## config.mk

```make
export PLATFORM = sky130hd
export DESIGN_NAME = pc_sequencer
export DESIGN_NICKNAME = d
export VERILOG_FILES = /design/src/rtl/pc_sequencer_pkg.sv /design/src/rtl/pc_sequencer_pc4.sv /design/src/rtl/pc_sequencer.sv
export SDC_FILE = /design/constraint.sdc
export NUM_CORES = 1
export LEC_CHECK = 0
export ABC_CLOCK_PERIOD_IN_PS = 3800
export BUFFER_PORTS_ARGS = -buffer_cell sky130_fd_sc_hd__buf_2
export CELL_PAD_IN_SITES_DETAIL_PLACEMENT = 1
export CELL_PAD_IN_SITES_GLOBAL_PLACEMENT = 2
export CORE_UTILIZATION = 27
export CTS_BUF_LIST = sky130_fd_sc_hd__clkbuf_16
export DETAILED_ROUTE_END_ITERATION = 7
export GPL_ROUTABILITY_DRIVEN = 0
export PLACE_DENSITY = 0.95
export SLEW_MARGIN = 25
export SYNTH_ARGS = -nofsm -noshare
export SYNTH_HDL_FRONTEND = slang
export SYNTH_SLANG_ARGS = --single-unit
```

## constraint.sdc

```tcl
create_clock -name clk -period 3.8 [get_ports clk]
set_input_delay 0.38 -clock clk [delete_from_list [all_inputs] [get_ports clk]]
set_output_delay 0.38 -clock clk [all_outputs]
set_load 0.01 [all_outputs]
```

## src/rtl/pc_sequencer_pkg.sv

```systemverilog
// Shared definitions for the fetch PC sequencer: FSM encoding, reset vector
// default and the redirect-priority select used to pick the next pc.
package pc_sequencer_pkg;

    localparam logic [31:0] RESET_VEC_DEFAULT = 32'h0000_0000;

    typedef enum logic [1:0] {
        ST_BOOT  = 2'd0,
        ST_RUN   = 2'd1,
        ST_FLUSH = 2'd2
    } state_e;

    typedef enum logic [2:0] {
        SEL_HOLD     = 3'd0,
        SEL_SEQ      = 3'd1,
        SEL_TRAP     = 3'd2,
        SEL_MRET     = 3'd3,
        SEL_BRANCH   = 3'd4,
        SEL_MISALIGN = 3'd5
    } pc_sel_e;

    // Fixed priority: trap > mret > branch > sequential advance > hold.
    function automatic pc_sel_e redirect_sel(
        input logic       trap,
        input logic       mret,
        input logic       br_taken,
        input logic [1:0] br_lsb,
        input logic       advance
    );
        pc_sel_e sel;
        if (trap) begin
            sel = SEL_TRAP;
        end else if (mret) begin
            sel = SEL_MRET;
        end else if (br_taken) begin
            sel = (br_lsb == 2'b00) ? SEL_BRANCH : SEL_MISALIGN;
        end else if (advance) begin
            sel = SEL_SEQ;
        end else begin
            sel = SEL_HOLD;
        end
        return sel;
    endfunction

endpackage

```

## src/rtl/pc_sequencer_pc4.sv

```systemverilog
// Sequential-fetch incrementer: pc + 4, wrapping modulo 2^32.
module pc_sequencer_pc4 (
    input  logic [31:0] pc_i,
    output logic [31:0] pc_plus4_o
);

    assign pc_plus4_o = pc_i + 32'd4;

endmodule

```

## src/rtl/pc_sequencer.sv

```systemverilog
// Fetch program-counter sequencer: boot, sequential advance with handshake and
// stall, prioritised trap/mret/branch redirects with a one-cycle flush bubble.
module pc_sequencer
    import pc_sequencer_pkg::*;
#(
    parameter logic [31:0] RESET_VEC = RESET_VEC_DEFAULT
) (
    input  logic        clk,
    input  logic        rst,
    input  logic        stall,
    input  logic        br_taken,
    input  logic [31:0] br_target,
    input  logic        trap,
    input  logic [31:0] mtvec,
    input  logic        mret,
    input  logic [31:0] mepc,
    input  logic        fetch_ready,
    output logic [31:0] pc,
    output logic        fetch_valid,
    output logic        misalign,
    output logic [31:0] bad_addr
);

    state_e      state_q, state_d;
    logic [31:0] pc_q, pc_d;
    logic [31:0] bad_addr_q, bad_addr_d;
    logic        misalign_q, misalign_d;
    logic [31:0] pc_plus4;
    pc_sel_e     sel;

    pc_sequencer_pc4 u_pc4 (
        .pc_i       (pc_q),
        .pc_plus4_o (pc_plus4)
    );

    always_comb begin
        state_d    = state_q;
        pc_d       = pc_q;
        misalign_d = 1'b0;
        bad_addr_d = bad_addr_q;
        sel        = redirect_sel(trap, mret, br_taken, br_target[1:0],
                                  fetch_ready && !stall);

        case (state_q)
            ST_BOOT: begin
                state_d = ST_RUN;
                pc_d    = RESET_VEC;
            end
            ST_RUN: begin
                case (sel)
                    SEL_SEQ:    pc_d = pc_plus4;
                    SEL_TRAP:   pc_d = mtvec;
                    SEL_MRET:   pc_d = mepc;
                    SEL_BRANCH: pc_d = br_target;
                    SEL_MISALIGN: begin
                        // Misaligned target is converted into a trap to mtvec.
                        pc_d       = mtvec;
                        misalign_d = 1'b1;
                        bad_addr_d = br_target;
                    end
                    default:    pc_d = pc_q;
                endcase
                if (sel != SEL_HOLD && sel != SEL_SEQ) begin
                    state_d = ST_FLUSH;
                end
            end
            ST_FLUSH: begin
                state_d = ST_RUN;
            end
            default: begin
                state_d = ST_BOOT;
                pc_d    = RESET_VEC;
            end
        endcase
    end

    always_ff @(posedge clk) begin
        if (rst) begin
            state_q    <= ST_BOOT;
            pc_q       <= RESET_VEC;
            misalign_q <= 1'b0;
            bad_addr_q <= 32'h0000_0000;
        end else begin
            state_q    <= state_d;
            pc_q       <= pc_d;
            misalign_q <= misalign_d;
            bad_addr_q <= bad_addr_d;
        end
    end

    assign pc          = pc_q;
    assign fetch_valid = (state_q == ST_RUN);
    assign misalign    = misalign_q;
    assign bad_addr    = bad_addr_q;

endmodule

```

Word level (Yosys, flattened, before mapping). Cells that the tools add are included.

Flip-flop bits (word level): 67. Word-level logic and storage cells: 38. Input port bits: 103. Output and inout bits: 66.

$add $sub $neg: 1. Bitwise gates (word level): 2. Muxes and demuxes: 10. Equal/unequal tests: 10. Reductions and logical operators: 11.

Operators by type and width (number): 32-bit one-hot mux with 4 select lines (1); 32-bit one-hot mux with 2 select lines (1); 32-bit by 3-bit adder with 32-bit output (second input constant) (1); 3-bit 2-to-1 mux (3); 3-bit by 2-bit == test with 1-bit output (second input constant) (2); 3-bit == test (second input constant) (2); 2-bit OR reduction (3); 5-bit by 2-bit != test with 1-bit output (second input constant) (1); 2-bit logical NOT (2); 2-bit one-hot mux with 2 select lines (1); 2-bit AND reduction (2); 3-bit by 1-bit == test with 1-bit output (second input constant) (1); 1-bit 2-to-1 mux (3); 3-bit by 1-bit != test with 1-bit output (second input constant) (1); 3-bit nonzero test (1); 2-bit by 1-bit == test with 1-bit output (second input constant) (1); 2-bit == test (second input constant) (1); 1-bit logical AND (2); 2-bit 2-to-1 mux (1); 2-bit by 1-bit != test with 1-bit output (second input constant) (1); 1-bit NOT (2); 1-bit logical NOT (1).

Logic depth before layout (Yosys ltp).
Depth in word-level cells: 10. Depth in mapped cells: 8. Depth with buffers taken out: 6.

Hierarchy. A second synthesis with hierarchy kept.

Cell total of the unflattened synthesis: 467. Area total of the unflattened synthesis: 3677.3 um^2.

Modules (own cells, without submodules): pc_sequencer (instances 1, cells an instance 384, area an instance 3096.7 um^2); pc_sequencer_pc4 (instances 1, cells an instance 83, area an instance 580.6 um^2).

Worst setup path before layout. OpenSTA, ideal clock, no wires.

Path kind: flip-flop to flip-flop. From: register pc_q[2], in the netlist pc[2]. To: register pc_q[22], in the netlist pc[22]. Arrival time: 1738 ps. Buffers on the path: 0. Data required time: 3726 ps. Setup slack: 1987 ps. Period minus slack after synthesis: 1813 ps. Library setup time: 74 ps. Cell stages (with the launch flop): 7. Cells stage by stage: dfxtp_1 -> ha_1 -> nand3_1 -> nor2_2 -> nand4_1 -> or4_1 -> a31oi_1.

Word-level cells in the longest chain between the ends: 3.

Ends and longest elaborated chain: from (decl) (line pc_sequencer.sv:25) `logic [31:0] pc_q, pc_d;`; from (signal assigned) (line pc_sequencer.sv:85) `pc_q <= pc_d;`; 32-bit by 3-bit adder with 32-bit output (line pc_sequencer_pc4.sv:7) `assign pc_plus4_o = pc_i + 32'd4;`; 32-bit one-hot mux with 4 select lines (line pc_sequencer.sv:50) `case (sel)`; 32-bit one-hot mux with 2 select lines (line pc_sequencer.sv:44) `case (state_q)`.

Every way passes these cells. A chain may end at the register's enable or synchronous reset.

Worst setup path in the final report.
From: register pc_q[15], in the netlist pc[15]. To: register pc_q[22], in the netlist pc[22].

The elaborated chain is that of the path after synthesis.

==> results.md <==
- Synth Area in XOR/XNOR: 0.457%
- Drt via density: 5.71
- HPWL reported at the end of detailed placement: 13,000 um
- Synthesized-area fraction occupied by ao, oa, aoi and oai cells: 32.6%
- Portion of total power attributed to sequential cells: 40.6%
- VDD IR-drop max: 0.000196 V
- Run status: completed
- Number of nets in the synthesized netlist: 597
- Final Hold Vio Count: 0
- Maximum cell stage delay along the critical path: 0.67 ns
- Critical path peak fanout: 12
- Max-cap viol count: 0
- Effective utilization at floorplan: 27.6%
- Die Outline Area: 14,700 um2
- Initial DRC count: 381
- Fraction of power consumed by the clock network: 43.4%
- Leading register cell type out of synthesis: sky130_fd_sc_hd__dfxtp_1
- Post-synth EDFFs: 0
- CTS H-Tree Depth: 3
- Global-route wire length before repair: 26,200 um
- Clk_lat worst skew: 0.35 ns
- Total clock sinks: 67
- Worst Path Required: 4.07 ns
- Crit path kind: reg2reg
- Post-Syn Area: 3840 um2
- Worst clock skew: 0.00891 ns
- I/O Buffers: 168
- Setup repair bufs after CTS: 0
- Vias: 4,702
- Net count, final: 745
- Share of final-layout standard cells stronger than drive strength 1: 32.3%
- DIE WIDTH: 121 um
- Launching element type of the critical path: register
- Largest family of logic cells by synthesized area: compound AO/OA/AOI/OAI gates
- Combinational Power Share: 16.0%
- Seq/Total Area, Yosys: 35.0%
- Number of global-route vias before repair: 4,762
- Minimum hold slack: 0.294 ns
- Type of the most critical hold path: in2reg
- Post-synthesis cell type count: 66
- Register bit count reported by yosys: 67
- Antenna cell count: 0
- Synth async-reset ratio: 0%
- Switching power summed over all nets: 0.526 mW
- Area added between synthesis and finish: 32.1%
- I/O pin total: 169
- Arithmetic-cell share of the synthesized area counting full adders, half adders and majority gates: 0.326%
- Core box area: 13,900 um2
- Overall track demand over capacity in global routing: 23.2%
- Drc violations: 0
- Clk pin slew, worst setup/hold paths: 0.06 ns
- Count of mapped cells out of synthesis: 493
- Routed length per instance: 20.5 um
- Worst-path cell with the longest stage delay: sky130_fd_sc_hd__nor4_4
- Number of antenna violations at the first check in global routing: 0
- Pwr/cell area: 369 nW/um2
- Period minus WS final: 2.36 ns
- Fin crit share: 62.0%
- Least-Margin Pin Slew: 0.759 ns
- Number of iterations in the first detailed-routing pass: 6
- CTS resizes: 0
- Number of buffers added by the clock tree synthesis step: 9
- Setup violation total in the final timing report: 0
- Synth Area per Inst: 7.78 um2
- Clock Root Buffer: sky130_fd_sc_hd__clkbuf_16
- CTS tree: yes
- Number of pins exceeding their max-slew limit in the final report: 0
- Number of antenna-violating nets in the routed design: 0
- Number of cell rows: 43
- Setup Total Neg Slack: 0 ns
- RSZ-0062 raised after global routing: false
- Max-Slew Margin vs Limit: 49.4%
- Synthesized-area fraction occupied by and/or/nand/nor cells: 26.3%
- Switching Fraction: 28.2%
- Worst-path cell chain: nand3_1, nor4_4, nand4_1, or4_1, a31oi_1
- Global route total overflow: 0
- Hold-fix buffers at CTS: 0
- Layout Utilization: 36.5%
- Critical Path AT: 2.62 ns
- Endpoint kind of the worst setup timing path: register
- Maximum clock path buffer count: 2
- Mux cell area share after synthesis: 0.261%
- Final Total Pwr: 1.87 mW
- Kind of cell adding the most delay to the critical path: simple AND/OR/NAND/NOR gates
- Static leakage: 2.17 nW
- CP bufs+invs: 0
- Maximum number of pins on one net before global-route repair: 42
- Y dimension of the die: 121 um
- P_int: 1.34 mW
- Number of warning messages in the yosys log: 0
- Achievable frequency: 425 MHz
- Multi-input gate area: 2310 um2
- Layout fillers: 1,772
- Sequential standard cell area: 1340 um2
- Total Routed Length: 16,900 um
## per-stage QoR
| step | worst slack (ns) | std cells | instance area [um2] |
|---|---|---|---|
| 4_1_cts | 1.49 | 824 | 5070 |
| 3_5_place_dp | 1.39 | 810 | 4790 |
| 5_1_grt | 1.26 | 824 | 5070 |
| 6_report | 1.44 | 824 | 5070 |
| 3_3_place_gp | 1.48 | 810 | 4790 |
| 2_1_floorplan | 1.99 | 493 | 3840 |
## synth_stat cells (3+ instances only)
library cell                count  share of area [%]
sky130_fd_sc_hd__a311oi_1       3               0.69
sky130_fd_sc_hd__nand3_1       13                1.7
sky130_fd_sc_hd__dfxtp_1       67                 35
sky130_fd_sc_hd__inv_1          9               0.88
sky130_fd_sc_hd__a221o_1       13                3.4
sky130_fd_sc_hd__nor4_1         3               0.49
sky130_fd_sc_hd__or4_1          3               0.59
sky130_fd_sc_hd__nand4_1       13                2.1
sky130_fd_sc_hd__a221oi_1      10                2.3
sky130_fd_sc_hd__nand2_1       95                9.3
sky130_fd_sc_hd__a31oi_1       13                2.1
sky130_fd_sc_hd__nor3_1        11                1.4
sky130_fd_sc_hd__nor2_2         3               0.49
sky130_fd_sc_hd__nand2b_1       3               0.49
sky130_fd_sc_hd__a222oi_1       8                2.1
sky130_fd_sc_hd__o211ai_1       3               0.59
sky130_fd_sc_hd__o21ai_0       20                2.6
sky130_fd_sc_hd__a211o_1        3               0.69
sky130_fd_sc_hd__o31ai_1        7                1.4
sky130_fd_sc_hd__a21o_1        12                2.3
sky130_fd_sc_hd__clkbuf_1      19                1.9
sky130_fd_sc_hd__buf_2         13                1.7
sky130_fd_sc_hd__and3_1        10                1.6
sky130_fd_sc_hd__a21oi_1       56                7.3
sky130_fd_sc_hd__a2bb2oi_1      5                1.1
sky130_fd_sc_hd__nand3_2        3               0.78
sky130_fd_sc_hd__a22o_1         5                1.1
sky130_fd_sc_hd__nor2b_1        3               0.49
sky130_fd_sc_hd__nor2_1        20                2.0
## worst reg2reg max path, stage by stage (launching register included)
cell and delay (ns):
sky130_fd_sc_hd__dfxtp_1 0.50, sky130_fd_sc_hd__nand3_1 0.23, sky130_fd_sc_hd__nor4_4 0.67, sky130_fd_sc_hd__nand4_1 0.22
sky130_fd_sc_hd__or4_1 0.46, sky130_fd_sc_hd__a31oi_1 0.20
## metal layers
| layer | track usage (%) | vias to the layer above | routed length [um] |
|---|---|---|---|
| met5 | 0 | - | 0 |
| met4 | 8.72 | 0 | 439 |
| met3 | 7.28 | 37 | 1390 |
| met2 | 36.3 | 209 | 7880 |
| met1 | 29.7 | 2284 | 7210 |
| li1 | - | 2172 | - |
## sequential cells by signal (all words and copies together) (netlist names)
| register | flops |
|---|---|
| pc | 32 |
| bad_addr | 32 |
| misalign | 1 |
| state_q | 2 |
## cell usage in the layout (no fill, tap or decap), types with 8 or more instances in the layout
cell type	netlist	layout
sky130_fd_sc_hd__buf_2	13	168
sky130_fd_sc_hd__nand2_1	95	95
sky130_fd_sc_hd__dfxtp_1	67	67
sky130_fd_sc_hd__a21oi_1	56	56
sky130_fd_sc_hd__nor2_1	20	20
sky130_fd_sc_hd__o21ai_0	20	20
sky130_fd_sc_hd__nand3_1	13	13
sky130_fd_sc_hd__nand4_1	13	13
sky130_fd_sc_hd__a221o_1	13	13
sky130_fd_sc_hd__a31oi_1	13	13
sky130_fd_sc_hd__a21o_1	12	12
sky130_fd_sc_hd__nor3_1	11	11
sky130_fd_sc_hd__inv_1	9	10
sky130_fd_sc_hd__and3_1	10	10
sky130_fd_sc_hd__a221oi_1	10	10
sky130_fd_sc_hd__clkbuf_16	0	9
sky130_fd_sc_hd__a222oi_1	8	8
## final timing paths
path	end	slack, ns	from	cells past startpoint
max	pc[22]	1.44	pc[15]	5
max reg2reg	pc[22]	1.44	pc[15]	5
min	bad_addr[3]	0.29	br_target[3]	3
min reg2reg	bad_addr[23]	0.45	bad_addr[23]	2
## layout make-up
class                   count  area share, %
clock buffers               9           4.45
clock inverters             5          0.939
inverters                   9          0.667
multi-input cells         380           45.5
flip-flops and latches     67           26.5
well taps                 180           4.45
repair buffers            174           17.5
## logic make-up (layout without fill, tap and decap cells)
family	after synthesis	after routing
flops	67	67
xor+xnor	2	2
buf+inv	46	197
fa+ha+maj	1	1
compound gates	179	179
simple gates	197	197
mux	1	1
## power by group through the flow
stage / Sequential (mW) / Combinational (mW) / Clock (mW)
2_1_floorplan: 0.772 / 0.147 / 0
3_3_place_gp: 0.772 / 0.288 / 0
3_5_place_dp: 0.773 / 0.295 / 0
4_1_cts: 0.758 / 0.296 / 0.821
5_1_grt: 0.762 / 0.322 / 0.853
6_report: 0.758 / 0.299 / 0.811
(Power assumes the default switching activity.)
